File: src/rtl/cpu_run_pkg.sv
// Shared encodings and defaults for the CPU run/step controller.
package cpu_run_pkg;

    localparam int DEF_CNT_W      = 16;
    localparam int DEF_BURST_W    = 8;
    localparam int DEF_RST_CYCLES = 4;

    typedef enum logic [1:0] {
        MODE_RUN   = 2'b00,
        MODE_BURST = 2'b01,
        MODE_STEP  = 2'b10,
        MODE_RSVD  = 2'b11
    } mode_e;

    typedef enum logic [2:0] {
        S_RST,
        S_IDLE,
        S_RUN,
        S_BURST,
        S_STEP
    } state_e;

    function automatic logic is_busy(input state_e s);
        return s inside {S_RUN, S_BURST, S_STEP};
    endfunction

endpackage

File: src/rtl/cpu_run_ctrl_if.sv
// Harness-facing control/status bundle of the run/step controller.
interface cpu_run_ctrl_if
    import cpu_run_pkg::*;
#(
    parameter int CNT_W   = DEF_CNT_W,
    parameter int BURST_W = DEF_BURST_W
);
    logic [1:0]         mode;
    logic               start;
    logic               step;
    logic               halt;
    logic [BURST_W-1:0] burst_len;
    logic               cpu_rst;
    logic               cpu_en;
    logic               busy;
    logic               done;
    logic [CNT_W-1:0]   cycle_cnt;

    modport master (
        output mode, start, step, halt, burst_len,
        input  cpu_rst, cpu_en, busy, done, cycle_cnt
    );

    modport slave (
        input  mode, start, step, halt, burst_len,
        output cpu_rst, cpu_en, busy, done, cycle_cnt
    );
endinterface

File: src/rtl/sat_counter.sv
// Up-counter with synchronous clear that sticks at all-ones instead of wrapping.
module sat_counter #(
    parameter int W = 16
) (
    input  logic         clk,
    input  logic         rst,
    input  logic         clr,
    input  logic         inc,
    output logic [W-1:0] cnt
);
    // NOTE: state is updated with <= so every flop samples pre-edge values.
    always_ff @(posedge clk or posedge rst) begin
        if (rst)
            cnt <= '0;
        else if (clr)
            cnt <= '0;
        else if (inc && cnt != '1)
            cnt <= cnt + W'(1);
    end
endmodule

File: src/rtl/cpu_run_ctrl.sv
// Run/step controller: stretched CPU reset plus registered clock-enable for
// free-run, N-cycle burst and single-step operation.
module cpu_run_ctrl
    import cpu_run_pkg::*;
#(
    parameter int CNT_W      = DEF_CNT_W,
    parameter int BURST_W    = DEF_BURST_W,
    parameter int RST_CYCLES = DEF_RST_CYCLES
) (
    input  logic           clk,
    input  logic           rst,
    cpu_run_ctrl_if.slave  bus
);
    localparam int RST_W = (RST_CYCLES > 1) ? $clog2(RST_CYCLES) : 1;

    state_e             state_q, state_d;
    logic [RST_W-1:0]   rst_cnt_q, rst_cnt_d;
    logic [BURST_W-1:0] remaining_q, remaining_d;
    logic               cpu_en_q, cpu_en_d;
    logic               done_q, done_d;
    logic               step_q, step_rise_q;
    logic               cnt_clr;
    mode_e              mode;
    logic               start_ok;
    logic               rst_last;
    logic               burst_last;

    assign mode       = mode_e'(bus.mode);
    assign start_ok   = bus.start && !bus.halt;
    assign rst_last   = (rst_cnt_q == RST_W'(RST_CYCLES - 1));
    assign burst_last = (remaining_q == BURST_W'(1));

    always_ff @(posedge clk or posedge rst) begin
        if (rst)
            state_q <= S_RST;
        else
            state_q <= state_d;
    end

    always_comb begin
        state_d = state_q;
        case (state_q)
            S_RST:   if (rst_last) state_d = S_IDLE;
            S_IDLE: begin
                if (start_ok) begin
                    case (mode)
                        MODE_RUN:   state_d = S_RUN;
                        MODE_BURST: if (bus.burst_len != '0) state_d = S_BURST;
                        MODE_STEP:  state_d = S_STEP;
                        MODE_RSVD:  state_d = S_IDLE;
                    endcase
                end
            end
            S_RUN,
            S_STEP:  if (bus.halt) state_d = S_IDLE;
            S_BURST: if (bus.halt || burst_last) state_d = S_IDLE;
            default: state_d = S_RST;
        endcase
    end

    // Next values of the registered outputs and the inline counters.
    always_comb begin
        // NOTE: every output gets a default first so no path infers a latch.
        cpu_en_d    = 1'b0;
        done_d      = 1'b0;
        cnt_clr     = 1'b0;
        remaining_d = remaining_q;
        rst_cnt_d   = rst_cnt_q;
        case (state_q)
            S_RST: rst_cnt_d = rst_last ? '0 : rst_cnt_q + RST_W'(1);
            S_IDLE: begin
                if (start_ok && mode != MODE_RSVD) begin
                    cnt_clr = 1'b1;
                    if (mode == MODE_RUN) begin
                        cpu_en_d = 1'b1;
                    end else if (mode == MODE_BURST) begin
                        if (bus.burst_len == '0) begin
                            done_d = 1'b1;
                        end else begin
                            cpu_en_d    = 1'b1;
                            remaining_d = bus.burst_len;
                        end
                    end
                end
            end
            S_RUN: cpu_en_d = !bus.halt;
            S_BURST: begin
                if (bus.halt) begin
                    remaining_d = '0;
                end else begin
                    remaining_d = remaining_q - BURST_W'(1);
                    done_d      = burst_last;
                    cpu_en_d    = !burst_last;
                end
            end
            S_STEP: cpu_en_d = !bus.halt && step_rise_q;
            default: ;
        endcase
    end

    // The step edge is registered once more so the enable lands one cycle later.
    always_ff @(posedge clk or posedge rst) begin
        if (rst) begin
            rst_cnt_q   <= '0;
            remaining_q <= '0;
            cpu_en_q    <= 1'b0;
            done_q      <= 1'b0;
            step_q      <= 1'b0;
            step_rise_q <= 1'b0;
        end else begin
            rst_cnt_q   <= rst_cnt_d;
            remaining_q <= remaining_d;
            cpu_en_q    <= cpu_en_d;
            done_q      <= done_d;
            step_q      <= bus.step;
            step_rise_q <= bus.step && !step_q;
        end
    end

    sat_counter #(.W(CNT_W)) u_cycle_cnt (
        .clk (clk),
        .rst (rst),
        .clr (cnt_clr),
        .inc (cpu_en_q),
        .cnt (bus.cycle_cnt)
    );

    assign bus.cpu_rst = (state_q == S_RST);
    assign bus.cpu_en  = cpu_en_q;
    assign bus.busy    = is_busy(state_q);
    assign bus.done    = done_q;
endmodule

File: src/flat_wrapper.sv
// flat-port wrapper written by rule: the top's interface ports become plain ports
module cpu_run_ctrl_flat import cpu_run_pkg::*;
#(
    parameter int CNT_W      = DEF_CNT_W,
    parameter int BURST_W    = DEF_BURST_W,
    parameter int RST_CYCLES = DEF_RST_CYCLES
)
  (clk, rst, bus_mode, bus_start, bus_step, bus_halt, bus_burst_len, bus_cpu_rst, bus_cpu_en, bus_busy, bus_done, bus_cycle_cnt);
  cpu_run_ctrl_if #(.CNT_W(CNT_W), .BURST_W(BURST_W)) bus_i ();
  input  logic clk;
  input  logic rst;
  input wire logic [$bits(bus_i.mode)-1:0] bus_mode;
  input wire logic [$bits(bus_i.start)-1:0] bus_start;
  input wire logic [$bits(bus_i.step)-1:0] bus_step;
  input wire logic [$bits(bus_i.halt)-1:0] bus_halt;
  input wire logic [$bits(bus_i.burst_len)-1:0] bus_burst_len;
  output wire logic [$bits(bus_i.cpu_rst)-1:0] bus_cpu_rst;
  output wire logic [$bits(bus_i.cpu_en)-1:0] bus_cpu_en;
  output wire logic [$bits(bus_i.busy)-1:0] bus_busy;
  output wire logic [$bits(bus_i.done)-1:0] bus_done;
  output wire logic [$bits(bus_i.cycle_cnt)-1:0] bus_cycle_cnt;
  assign bus_i.mode = bus_mode;
  assign bus_i.start = bus_start;
  assign bus_i.step = bus_step;
  assign bus_i.halt = bus_halt;
  assign bus_i.burst_len = bus_burst_len;
  assign bus_cpu_rst = bus_i.cpu_rst;
  assign bus_cpu_en = bus_i.cpu_en;
  assign bus_busy = bus_i.busy;
  assign bus_done = bus_i.done;
  assign bus_cycle_cnt = bus_i.cycle_cnt;
  cpu_run_ctrl #(.CNT_W(CNT_W), .BURST_W(BURST_W), .RST_CYCLES(RST_CYCLES)) u_core (.clk(clk), .rst(rst), .bus(bus_i));
endmodule
File: config.mk
export PLATFORM = sky130hd
export DESIGN_NAME = cpu_run_ctrl_flat
export DESIGN_NICKNAME = d
export VERILOG_FILES = /design/src/rtl/cpu_run_pkg.sv /design/src/rtl/cpu_run_ctrl_if.sv /design/src/rtl/sat_counter.sv /design/src/rtl/cpu_run_ctrl.sv /design/src/flat_wrapper.sv
export SDC_FILE = /design/constraint.sdc
export NUM_CORES = 1
export LEC_CHECK = 0
export ABC_CLOCK_PERIOD_IN_PS = 2400
export BUFFER_PORTS_ARGS = -buffer_cell sky130_fd_sc_hd__buf_4
export CAP_MARGIN = 5
export CORE_ASPECT_RATIO = 1.75
export CORE_MARGIN = 2
export CORE_UTILIZATION = 50
export CTS_BUF_LIST = sky130_fd_sc_hd__clkbuf_16
export CTS_CLUSTER_SIZE = 8
export DETAILED_ROUTE_END_ITERATION = 7
export PLACE_DENSITY = 0.72
export RECOVER_POWER = 100
export SETUP_SLACK_MARGIN = 0.4
export SYNTH_ARGS = -nofsm -noshare
export SYNTH_HDL_FRONTEND = slang
export SYNTH_HIERARCHICAL = 1
export SYNTH_SLANG_ARGS = --single-unit
File: constraint.sdc
create_clock -name clk -period 2.4 [get_ports clk]
set_input_delay 0.36 -clock clk [delete_from_list [all_inputs] [get_ports clk]]
set_output_delay 0.36 -clock clk [all_outputs]
set_load 0.01 [all_outputs]
==> results_dict.tcl, run 1 <==
set metrics [dict create \
    antenna_found_initial 0 \
    antenna_cells 0 \
    synth_warnings 6 \
    startpoint_type "flip-flop" \
    post-place-cells 293 \
    cp.arrival_ns 2.16 \
    cts_hold_buf 0 \
    drt_wl_total_um 5220 \
    syn_area_um2 2020 \
    setup_violations 0 \
    finalHoldViolCount 0 \
    switchingPower_uw 955 \
    synth_edf_count 0 \
    cts_sinks 33 \
    relSlewSlack 0.374 \
    fin_skew_ns 0.00277 \
    sw_frac_of_total 0.388 \
    syn_nets 234 \
    avgViaCountPerCell 6.46 \
    clkPwrFrac 0.241 \
    endpoint_kind "flip-flop" \
    place.gp.congestion 0.833 \
    die_h_um 88.0 \
    rrSetupSlack_ns 0.38 \
    yosysMostFrequentCell "dfrtp_1" \
    synthArstFlopShare 1.00 \
    nets 273 \
    rows 30 \
    fp.coreArea_um2 3870 \
    synthTopCellsByArea "dfrtp_1 41%, a21oi_1 4.7%, ha_1 2.5%" \
    fin_crit_sh 0.841 \
    hold_class "in2async" \
    hpwl_um 3810 \
    clkSlewWorstSetupHoldPaths_ns 0.05 \
    cts_inserted_buffers 5 \
    synth_cells 215 \
    seq_power_share 0.394 \
    yosysSeqAreaShare 0.409 \
    p_int_mw 1.51 \
    die_x_um 52.0 \
    synth.distinct_cells 51 \
    tightestPinTransition_ns 0.933 \
    via_count 1956 \
    drt_iter0_drc 44 \
    path_max_fanout 11 \
    layout_min_cycle_time_ns 2.02 \
    grt_pass1_vias 1903 \
    start_util 0.522 \
    firstDrtPassIters 4 \
    maxCapViolations 0 \
    fin_tns_setup_ns 0 \
    synthToLayoutAreaGrowth_pct 18.7 \
    power_frac_comb 0.366 \
    clock_path_buffers 2 \
    power_density_nw_per_um2 1030 \
    status "completed" \
    synth-seq-cells 33 \
    cts_tree "built" \
    cts-root-buf "clkbuf_16" \
    grt_pass1_wl_um 8250 \
    totalPowerFinal_mw 2.46 \
    wl_per_cell_um 17.2 \
    io_buffers 34 \
    fill_cells 366 \
    io_pins 35 \
    crit_type "reg2reg" \
    leakage_nw 0.959 \
    synth_common_cells "33 x dfrtp_1, 19 x a21oi_1, 12 x nor2_1" \
    grt_util_all_layers 0.243 \
    worstPathRequired_ns 2.54 \
    postSynthAreaPerCell_um2 9.38 \
    ys.flop_type "dfrtp_1" \
    irDropWorstVdd_uv 653 \
    finalMaxSlewViolations 0 \
    max_freq_mhz 495 \
    gr-total-overflow 0 \
    worstSkewPairLatency_ns 0.28 \
    drc 0 \
    grt_max_degree 18 \
    synth_top_area_frac 0.409 \
    htree_levels 2 \
    rr_worst_depth 4 \
    stdcell_count 303 \
    design.die.area_um2 4580 \
    rsz0062_at_grt "no" \
    drive_gt1_frac 0.149 \
    antenna_left 0 \
    yosysTopAreaCell "dfrtp_1" \
]
-- cell usage in the layout, fill, tap and decap left out, types with 4 or more instances in the layout --
master	netlist	layout
o21ai_0	8	8
nand3_1	9	9
nand4_1	4	4
clkbuf_1	4	22
nand2b_1	7	7
inv_1	9	12
nand2_1	11	11
o22ai_1	4	4
o2bb2ai_1	4	4
a21oi_1	19	19
mux2_2	4	4
nor3_1	8	8
or3_1	7	7
dfrtp_1	33	33
nor2_1	12	12
buf_4	1	19
o31ai_1	6	6
ha_1	4	4
nor4_1	8	8
or4_1	6	7
clkbuf_16	0	5
nor2b_1	4	4
mux2i_1	4	4
-- cell type report --
class / count / area (um2) / share of cell area
Timing Repair Buffer: 42 / 233 / 0.0972
Clock inverter: 3 / 11.3 / 0.00470
Multi-Input combinational cell: 163 / 1110 / 0.462
Inverter: 9 / 33.8 / 0.0141
Clock buffer: 5 / 125 / 0.0522
Sequential cell: 33 / 826 / 0.345
Tap cell: 48 / 60.1 / 0.0251
-- logic make-up (layout without fill, tap and decap cells) --
group                    after synthesis  after routing  share of synthesized area
AO/OA/AOI/OAI                         58             59                      0.190
AND/OR/NAND/NOR                       91             91                      0.282
XOR/XNOR                               1              1                    0.00434
buffers and inverters                 20             59                     0.0478
adder cells (fa/ha/maj)                4              4                     0.0248
multiplexers                           8              8                     0.0422
flip-flops                            33             33                      0.409
-- critical path: stages, from the launching register on --
cell and delay [ns]:
dfrtp_1 0.51, or3b_2 0.56, a211oi_4 0.28, clkbuf_1 0.41, nor3_1 0.12
-- layer usage --
metal	track usage	vias up	wire, um
met5	0	-	0
met4	0.153	0	165
met3	0.0512	17	269
met2	0.460	76	2900
met1	0.223	956	1880
li1	-	907	-
-- state kept, by name (all words and copies together), names as in the netlist --
| signal | flops |
|---|---|
| u_core/state_q | 3 |
| u_core/u_cycle_cnt/cnt | 16 |
| u_core/bus.done | 1 |
| u_core/step_rise_q | 1 |
| u_core/rst_cnt_q | 2 |
| u_core/remaining_q | 8 |
| u_core/step_q | 1 |
| u_core/bus.cpu_en | 1 |
-- per-stage QoR --
stage / utilization / setup WS [ns] / hold WS [ns] / area [um2]
3_5_place_dp: 0.602 / 0.393 / 0.397 / 2330
2_1_floorplan: - / 0.517 / 0.274 / 2020
3_3_place_gp: 0.602 / 0.435 / 0.387 / 2330
5_1_grt: 0.619 / 0.223 / 0.217 / 2390
6_report: 0.619 / 0.381 / 0.161 / 2390
4_1_cts: 0.639 / 0.494 / 0.196 / 2470
-- path summary, 6_finish.rpt --
kind	start	end
max reg2reg	u_core/state_q[0]	u_core/u_cycle_cnt/cnt[6]
max	u_core/state_q[0]	u_core/u_cycle_cnt/cnt[6]
max in group asynchronous	rst	u_core/u_cycle_cnt/cnt[7]
min in group clk	bus_step	u_core/step_q
min reg2reg	u_core/step_q	u_core/step_rise_q
min	rst	u_core/rst_cnt_q[0]
-- power by group through the flow --
stage	Clock, mW	Combinational, mW	Sequential [mW]
2_1_floorplan	0	0.688	0.903
5_1_grt	0.623	0.985	1.00
3_5_place_dp	0	0.952	0.976
6_report	0.592	0.900	0.969
3_3_place_gp	0	0.944	0.973
4_1_cts	0.597	0.966	0.970
-- repair_timing --
action	in CTS	in global routing
buffers inserted	0	1
gates cloned	0	1
gates resized for setup	1	0
endpoints found under the setup margin	8	5
Power figures use the tool's default switching activity.
==> inputs of run 2 (changes only) <==
--- a/config.mk
+++ b/config.mk
@@ -5,7 +5,8 @@
 export SDC_FILE = /design/constraint.sdc
 export NUM_CORES = 1
 export LEC_CHECK = 0
-export ABC_CLOCK_PERIOD_IN_PS = 2400
+export ABC_AREA = 1
+export ABC_CLOCK_PERIOD_IN_PS = 2000
 export BUFFER_PORTS_ARGS = -buffer_cell sky130_fd_sc_hd__buf_4
 export CAP_MARGIN = 5
 export CORE_ASPECT_RATIO = 1.75
@@ -14,7 +15,7 @@
 export CTS_BUF_LIST = sky130_fd_sc_hd__clkbuf_16
 export CTS_CLUSTER_SIZE = 8
 export DETAILED_ROUTE_END_ITERATION = 7
-export PLACE_DENSITY = 0.72
+export PLACE_DENSITY = 0.71
 export RECOVER_POWER = 100
 export SETUP_SLACK_MARGIN = 0.4
 export SYNTH_ARGS = -nofsm -noshare
==> constraint.sdc (replaced) <==
create_clock -name clk -period 2 [get_ports clk]
set_input_delay 0.3 -clock clk [delete_from_list [all_inputs] [get_ports clk]]
set_output_delay 0.3 -clock clk [all_outputs]
set_load 0.01 [all_outputs]
==> run 2 against run 1 <==
Against the previous run:
- sequential power is 2% higher
- core utilization is 3.6 points higher
- critical path depth is 5 higher
- combinational power is 63% higher
- clock-buffer cell count stayed put
- critical path type unchanged
- largest cell class unchanged
- highest routed layer unchanged
==> results_dict.tcl, run 2 <==
set metrics [dict create \
    grt_max_degree 18 \
    io_buffers 34 \
    die_h_um 94.2 \
    fp.coreArea_um2 4440 \
    switchingPower_mw 1.31 \
    grt_util_all_layers 0.237 \
    power_density_nw_per_um2 1100 \
    antenna_cells 0 \
    nets 409 \
    worstSkewPairLatency_ns 0.28 \
    endpoint_kind "flip-flop" \
    cp.arrival_ns 1.86 \
    grt_pass1_vias 2268 \
    syn_area_um2 2330 \
    rr_worst_depth 9 \
    synth-seq-cells 33 \
    status "completed" \
    synth_cells 331 \
    path_cells "clkinvlp_2 -> nand2_4 -> nor2_4 -> inv_2 -> nor2_4 -> clkinvlp_2 -> buf_12 -> nand4_1 -> nand2_1" \
    cts-root-buf "clkbuf_16" \
    htree_levels 2 \
    finalHoldViolCount 0 \
    crit_type "reg2reg" \
    yosysTopAreaCell "dfrtp_1" \
    synth_common_cells "123 x nand2_1, 34 x inv_1, 33 x dfrtp_1" \
    grtUsageMet2 0.472 \
    synth.distinct_cells 35 \
    seq_power_share 0.309 \
    max_freq_mhz 591 \
    antenna_left 0 \
    clkSlewWorstSetupHoldPaths_ns 0.06 \
    irDropWorstVdd_uv 992 \
    slowest_stage "dfrtp_1" \
    ys.flop_type "dfrtp_1" \
    final_cell_mix "123 x nand2_1, 37 x buf_4, 34 x inv_1" \
    top_regs "u_core/u_cycle_cnt/cnt (16), u_core/remaining_q (8), u_core/state_q (3)" \
    antenna_found_initial 0 \
    die_x_um 55.6 \
    hpwl_um 4130 \
    drive_gt1_frac 0.212 \
    busiest_layer "met2" \
    avgViaCountPerCell 5.27 \
    gr-total-overflow 0 \
    synth_warnings 6 \
    drt_iter0_drc 66 \
    drc 0 \
    start_util 0.523 \
    fin_skew_ns 0.00425 \
    firstDrtPassIters 4 \
    final_common_cell "nand2_1" \
    synthArstFlopShare 1.00 \
    finalMaxSlewViolations 0 \
    relSlewSlack 0.538 \
    tightestPinTransition_ns 0.693 \
    synth_top_area_frac 0.355 \
    fin_tns_setup_ns 0 \
    yosysMostFrequentCell "nand2_1" \
    syn_nets 350 \
    maxCapViolations 0 \
    worstPathRequired_ns 2.17 \
    largest_register_ffs 16 \
    p_int_mw 1.88 \
    fin_crit_sh 0.846 \
    rrSetupSlack_ns 0.31 \
    power_frac_comb 0.461 \
    postSynthAreaPerCell_um2 7.03 \
    largest_register "u_core/u_cycle_cnt/cnt" \
    layout_min_cycle_time_ns 1.69 \
    wl_per_cell_um 13.3 \
    hold_slack_ns 0.140 \
    cts_inserted_buffers 5 \
    fill_cells 427 \
    synthToLayoutAreaGrowth_pct 25.2 \
    cts_tree "built" \
    totalPowerFinal_mw 3.19 \
    clkPwrFrac 0.230 \
    yosysSeqAreaShare 0.355 \
    path_max_fanout 7 \
    via_count 2331 \
    sw_frac_of_total 0.410 \
    cts_sinks 33 \
    rows 32 \
    place.gp.congestion 0.896 \
    hold_class "in2async" \
    rsz0062_at_grt "yes" \
    drt_wl_total_um 5880 \
    grt_pass1_wl_um 9740 \
    design.die.area_um2 5240 \
    startpoint_type "flip-flop" \
    synthTopCellsByArea "dfrtp_1 36%, nand2_1 20%, nand3_1 6.7%" \
    gr-usage-met1 0.231 \
    clock_path_buffers 2 \
    cpPeakStageDelay_ns 0.42 \
    synth_edf_count 0 \
    leakage_nw 1.55 \
    setup_violations 0 \
    io_pins 35 \
    grt_util_met3 0.0317 \
]
## run 2: cell count changes in the layout (fill, tap and decap cells not counted), sizes merged, moves of 8 or more
| cell | delta |
|---|---|
| or4 | -9 |
| inv | +25 |
| a21oi | -16 |
| or3 | -8 |
| buf | +20 |
| nand3 | +24 |
| nor2 | +26 |
| nor4 | -8 |
| nand2 | +121 |
## run 2: power by group through the flow
| stage | registers [mW] | logic, mW | clock network [mW] |
|---|---|---|---|
| final | 0.986 | 1.47 | 0.733 |
| after global routing | 1.01 | 1.66 | 0.771 |
| after CTS | 0.984 | 1.44 | 0.746 |
| after detailed placement | 1.00 | 1.30 | 0 |
| after global placement | 0.996 | 1.28 | 0 |
| after floorplan | 0.977 | 1.02 | 0 |
## run 2: worst max-delay path: cells and delay by family (launching register included)
| kind | cells | cell delay (ns) |
|---|---|---|
| buffers and inverters | 4 | 0.66 |
| AND/OR/NAND/NOR | 5 | 0.51 |
| flip-flops | 1 | 0.42 |
## run 2: cells by family (layout without fill, tap and decap cells)
family | Yosys count | after routing | share of synthesized area
AND/OR/NAND/NOR | 223 | 223 | 0.462
buffers and inverters | 47 | 107 | 0.0931
flip-flops | 33 | 33 | 0.355
AO/OA/AOI/OAI | 18 | 18 | 0.0457
XOR/XNOR | 6 | 6 | 0.0226
adder cells (fa/ha/maj) | 4 | 4 | 0.0215
## run 2: layer usage
metal  routed length, um  vias up
li1                    -     1164
met1                2200     1082
met2                3270       64
met3                 190       21
met4                 220        0
met5                   0        -
## run 2: final cells by class
cell class,count,area (um2),share of cell area
Timing Repair Buffer,58,400,0.138
Sequential cell,33,827,0.284
Clock inverter,3,12.5,0.00430
Multi-Input combinational cell,251,1310,0.451
Clock buffer,5,125,0.0430
Tap cell,51,63.8,0.0219
Inverter,41,170,0.0584
## run 2: worst paths after layout
path	start	endpoint
hold reg to reg	u_core/step_q	u_core/step_rise_q
min in group clk	bus_step	u_core/step_q
setup / recovery	u_core/state_q[2]	u_core/u_cycle_cnt/cnt[10]
max in group asynchronous	rst	u_core/u_cycle_cnt/cnt[13]
setup reg to reg	u_core/state_q[2]	u_core/u_cycle_cnt/cnt[10]
hold / removal	rst	u_core/bus.done
## run 2: metrics by stage
stage	area, um2	setup slack (ns)	std cells	utilization
detailed placement	2630	0.128	413	0.591
global placement	2630	0.164	413	0.591
CTS	2870	0.401	430	0.646
floorplan	2330	0.445	331	-
finish	2910	0.308	442	0.655
global route	2910	0.216	442	0.655
## run 2: repair_timing
item / in CTS / in global routing
gates resized for setup: 4 / 14
hold buffers: 0 / 0
pin swaps: 3 / 5
buffers inserted: 9 / 12
setup endpoints to repair: 16 / 17
==> inputs of run 3 (changes only) <==
--- a/config.mk
+++ b/config.mk
@@ -6,7 +6,7 @@
 export NUM_CORES = 1
 export LEC_CHECK = 0
 export ABC_AREA = 1
-export ABC_CLOCK_PERIOD_IN_PS = 2000
+export ABC_CLOCK_PERIOD_IN_PS = 1400
 export BUFFER_PORTS_ARGS = -buffer_cell sky130_fd_sc_hd__buf_4
 export CAP_MARGIN = 5
 export CORE_ASPECT_RATIO = 1.75
@@ -15,7 +15,7 @@
 export CTS_BUF_LIST = sky130_fd_sc_hd__clkbuf_16
 export CTS_CLUSTER_SIZE = 8
 export DETAILED_ROUTE_END_ITERATION = 7
-export PLACE_DENSITY = 0.71
+export PLACE_DENSITY = 0.74
 export RECOVER_POWER = 100
 export SETUP_SLACK_MARGIN = 0.4
 export SYNTH_ARGS = -nofsm -noshare
==> constraint.sdc (replaced) <==
create_clock -name clk -period 1.4 [get_ports clk]
set_input_delay 0.21 -clock clk [delete_from_list [all_inputs] [get_ports clk]]
set_output_delay 0.21 -clock clk [all_outputs]
set_load 0.01 [all_outputs]
==> run 3 against run 2 <==
Against the previous run:
- the flow now finishes with violations (setup timing)
- clock skew rose by 0.0013 ns
- critical path depth is 1 higher
- clock-buffer cell count is the same
- final area grew 28%
- first-iteration DRC count up 92%
- clock power increased by 45%
- sequential cell count unchanged
- critical endpoint is now u_core/u_cycle_cnt/cnt[0]
==> results_dict.tcl, run 3 (same netlist as run 2, synthesis figures left out) <==
set metrics [dict create \
    status "complete, but fails checks" \
    violations "setup timing" \
    fill_cells 259 \
    antenna_cells 0 \
    drt_iter0_drc 127 \
    rows 32 \
    cts_sinks 33 \
    grt_pass1_wl_um 11800 \
    grt_util_all_layers 0.285 \
    final_cell_mix "91 x nand2_1, 60 x buf_4, 46 x buf_6" \
    tightestPinTransition_ns 0.547 \
    wl_per_cell_um 15.8 \
    hold_depth 1 \
    busiest_layer "met2" \
    place.gp.congestion 0.874 \
    clkSlewWorstSetupHoldPaths_ns 0.06 \
    nets 466 \
    leakage_nw 1.98 \
    power_density_nw_per_um2 1560 \
    antenna_left 0 \
    start_util 0.523 \
    finish.utilization 0.838 \
    drt_wl_total_um 7900 \
    hold_class "in2reg" \
    io_buffers 34 \
    largest_register_ffs 16 \
    die_h_um 94.2 \
    drive_gt1_frac 0.464 \
    max_freq_mhz 667 \
    irDropWorstVdd_uv 1680 \
    setup_violations 16 \
    design.die.area_um2 5240 \
    layout_min_cycle_time_ns 1.50 \
    post-place-cells 464 \
    worstPathRequired_ns 1.61 \
    finalHoldViolCount 0 \
    rr_worst_depth 10 \
    grt_pass1_vias 2741 \
    antenna_found_initial 0 \
    regArea_um2 833 \
    fin_skew_ns 0.00557 \
    grt_max_degree 18 \
    path_max_fanout 6 \
    gr-total-overflow 0 \
    clkPwrFrac 0.182 \
    fin_crit_sh 1.07 \
    endpoint_kind "flip-flop" \
    setup_slack_ns -0.0983 \
    firstDrtPassIters 5 \
    startpoint_type "flip-flop" \
    finalMaxSlewViolations 0 \
    crit_type "reg2reg" \
    multiInputGateArea_um2 1500 \
    io_pins 35 \
    cp.arrival_ns 1.71 \
    hpwl_um 4760 \
    worstSkewPairLatency_ns 0.28 \
    placed_area_um2 3040 \
    die_x_um 55.6 \
    seq_power_share 0.254 \
    avgViaCountPerCell 5.44 \
    top_regs "u_core/u_cycle_cnt/cnt (16), u_core/remaining_q (8), u_core/state_q (3)" \
    cts_tree "built" \
    grtUsageMet2 0.558 \
    hold_slack_ns 0.0780 \
    drc 0 \
    relSlewSlack 0.631 \
    final_common_cell "nand2_1" \
    dp_worst_setup_slack_ns -0.0772 \
    synthToLayoutAreaGrowth_pct 60.2 \
    rsz0062_at_grt "yes" \
    totalPowerFinal_mw 5.81 \
    largest_register "u_core/u_cycle_cnt/cnt" \
    sw_frac_of_total 0.413 \
    fin_tns_setup_ns -0.977 \
    via_count 2713 \
    htree_levels 2 \
    stdcell_area_um2 3730 \
    fp.coreArea_um2 4440 \
    switchingPower_mw 2.40 \
    cts-root-buf "clkbuf_16" \
    p_int_mw 3.41 \
    power_frac_comb 0.565 \
    grt_util_met3 0.0303 \
    cts_inserted_buffers 5 \
    maxCapViolations 0 \
    clock_path_buffers 2 \
    stdcell_count 499 \
    gr-usage-met1 0.278 \
]
## run 3: changes by cell type in the layout (fill, tap and decap cells not counted), moves of 7 or more
cell / delta
buf_6: +46
nand2_1: -32
nand2_2: +28
buf_4: +23
clkbuf_1: -12
o21ai_0: -7
## run 3: final cells by class
type / instances / area share
Sequential cell: 33 / 0.224
Clock inverter: 3 / 0.00369
Tap cell: 51 / 0.0171
Timing Repair Buffer: 115 / 0.273
Clock buffer: 5 / 0.0336
Inverter: 41 / 0.0473
Multi-Input combinational cell: 251 / 0.401
## run 3: worst paths after layout
kind	startpoint	endpoint	slack, ns
min	bus_step	u_core/step_q	0.08
min in group asynchronous	rst	u_core/u_cycle_cnt/cnt[14]	0.59
min reg2reg	u_core/step_q	u_core/step_rise_q	0.42
max	u_core/u_cycle_cnt/cnt[0]	u_core/u_cycle_cnt/cnt[0]	-0.1
max in group asynchronous	rst	u_core/state_q[2]	0.47
max reg2reg	u_core/u_cycle_cnt/cnt[0]	u_core/u_cycle_cnt/cnt[0]	-0.1
## run 3: layer usage
metal  vias up  wire length, um
li1       1273                -
met1      1289             2700
met2       115             4420
met3        36              342
met4         0              437
met5         -                0
## run 3: repair_timing
item,CTS,global route
pin swaps,20,20
hold buffers,1,0
endpoints found under the setup margin,50,51
setup buffers,15,11
resized for setup,63,53
endpoints found under the hold margin,33,0
## run 3: power by group through the flow
stage	combinational, mW	clock [mW]	sequential, mW
floorplan	1.52	0	1.42
global placement	2.22	0	1.42
detailed placement	2.28	0	1.43
CTS	2.68	1.06	1.44
global route	3.56	1.10	1.49
finish	3.28	1.06	1.47
## run 3: critical path, cell delays in order (launching register included)
cell and delay [ns]:
dfrtp_2 0.40, ha_4 0.17, nand2_4 0.07, nor2_8 0.13, nand2_4 0.07, nor2_4 0.12
nor2_4 0.06, nor2_4 0.13, buf_6 0.16, nand2_1 0.06, nand2_1 0.07
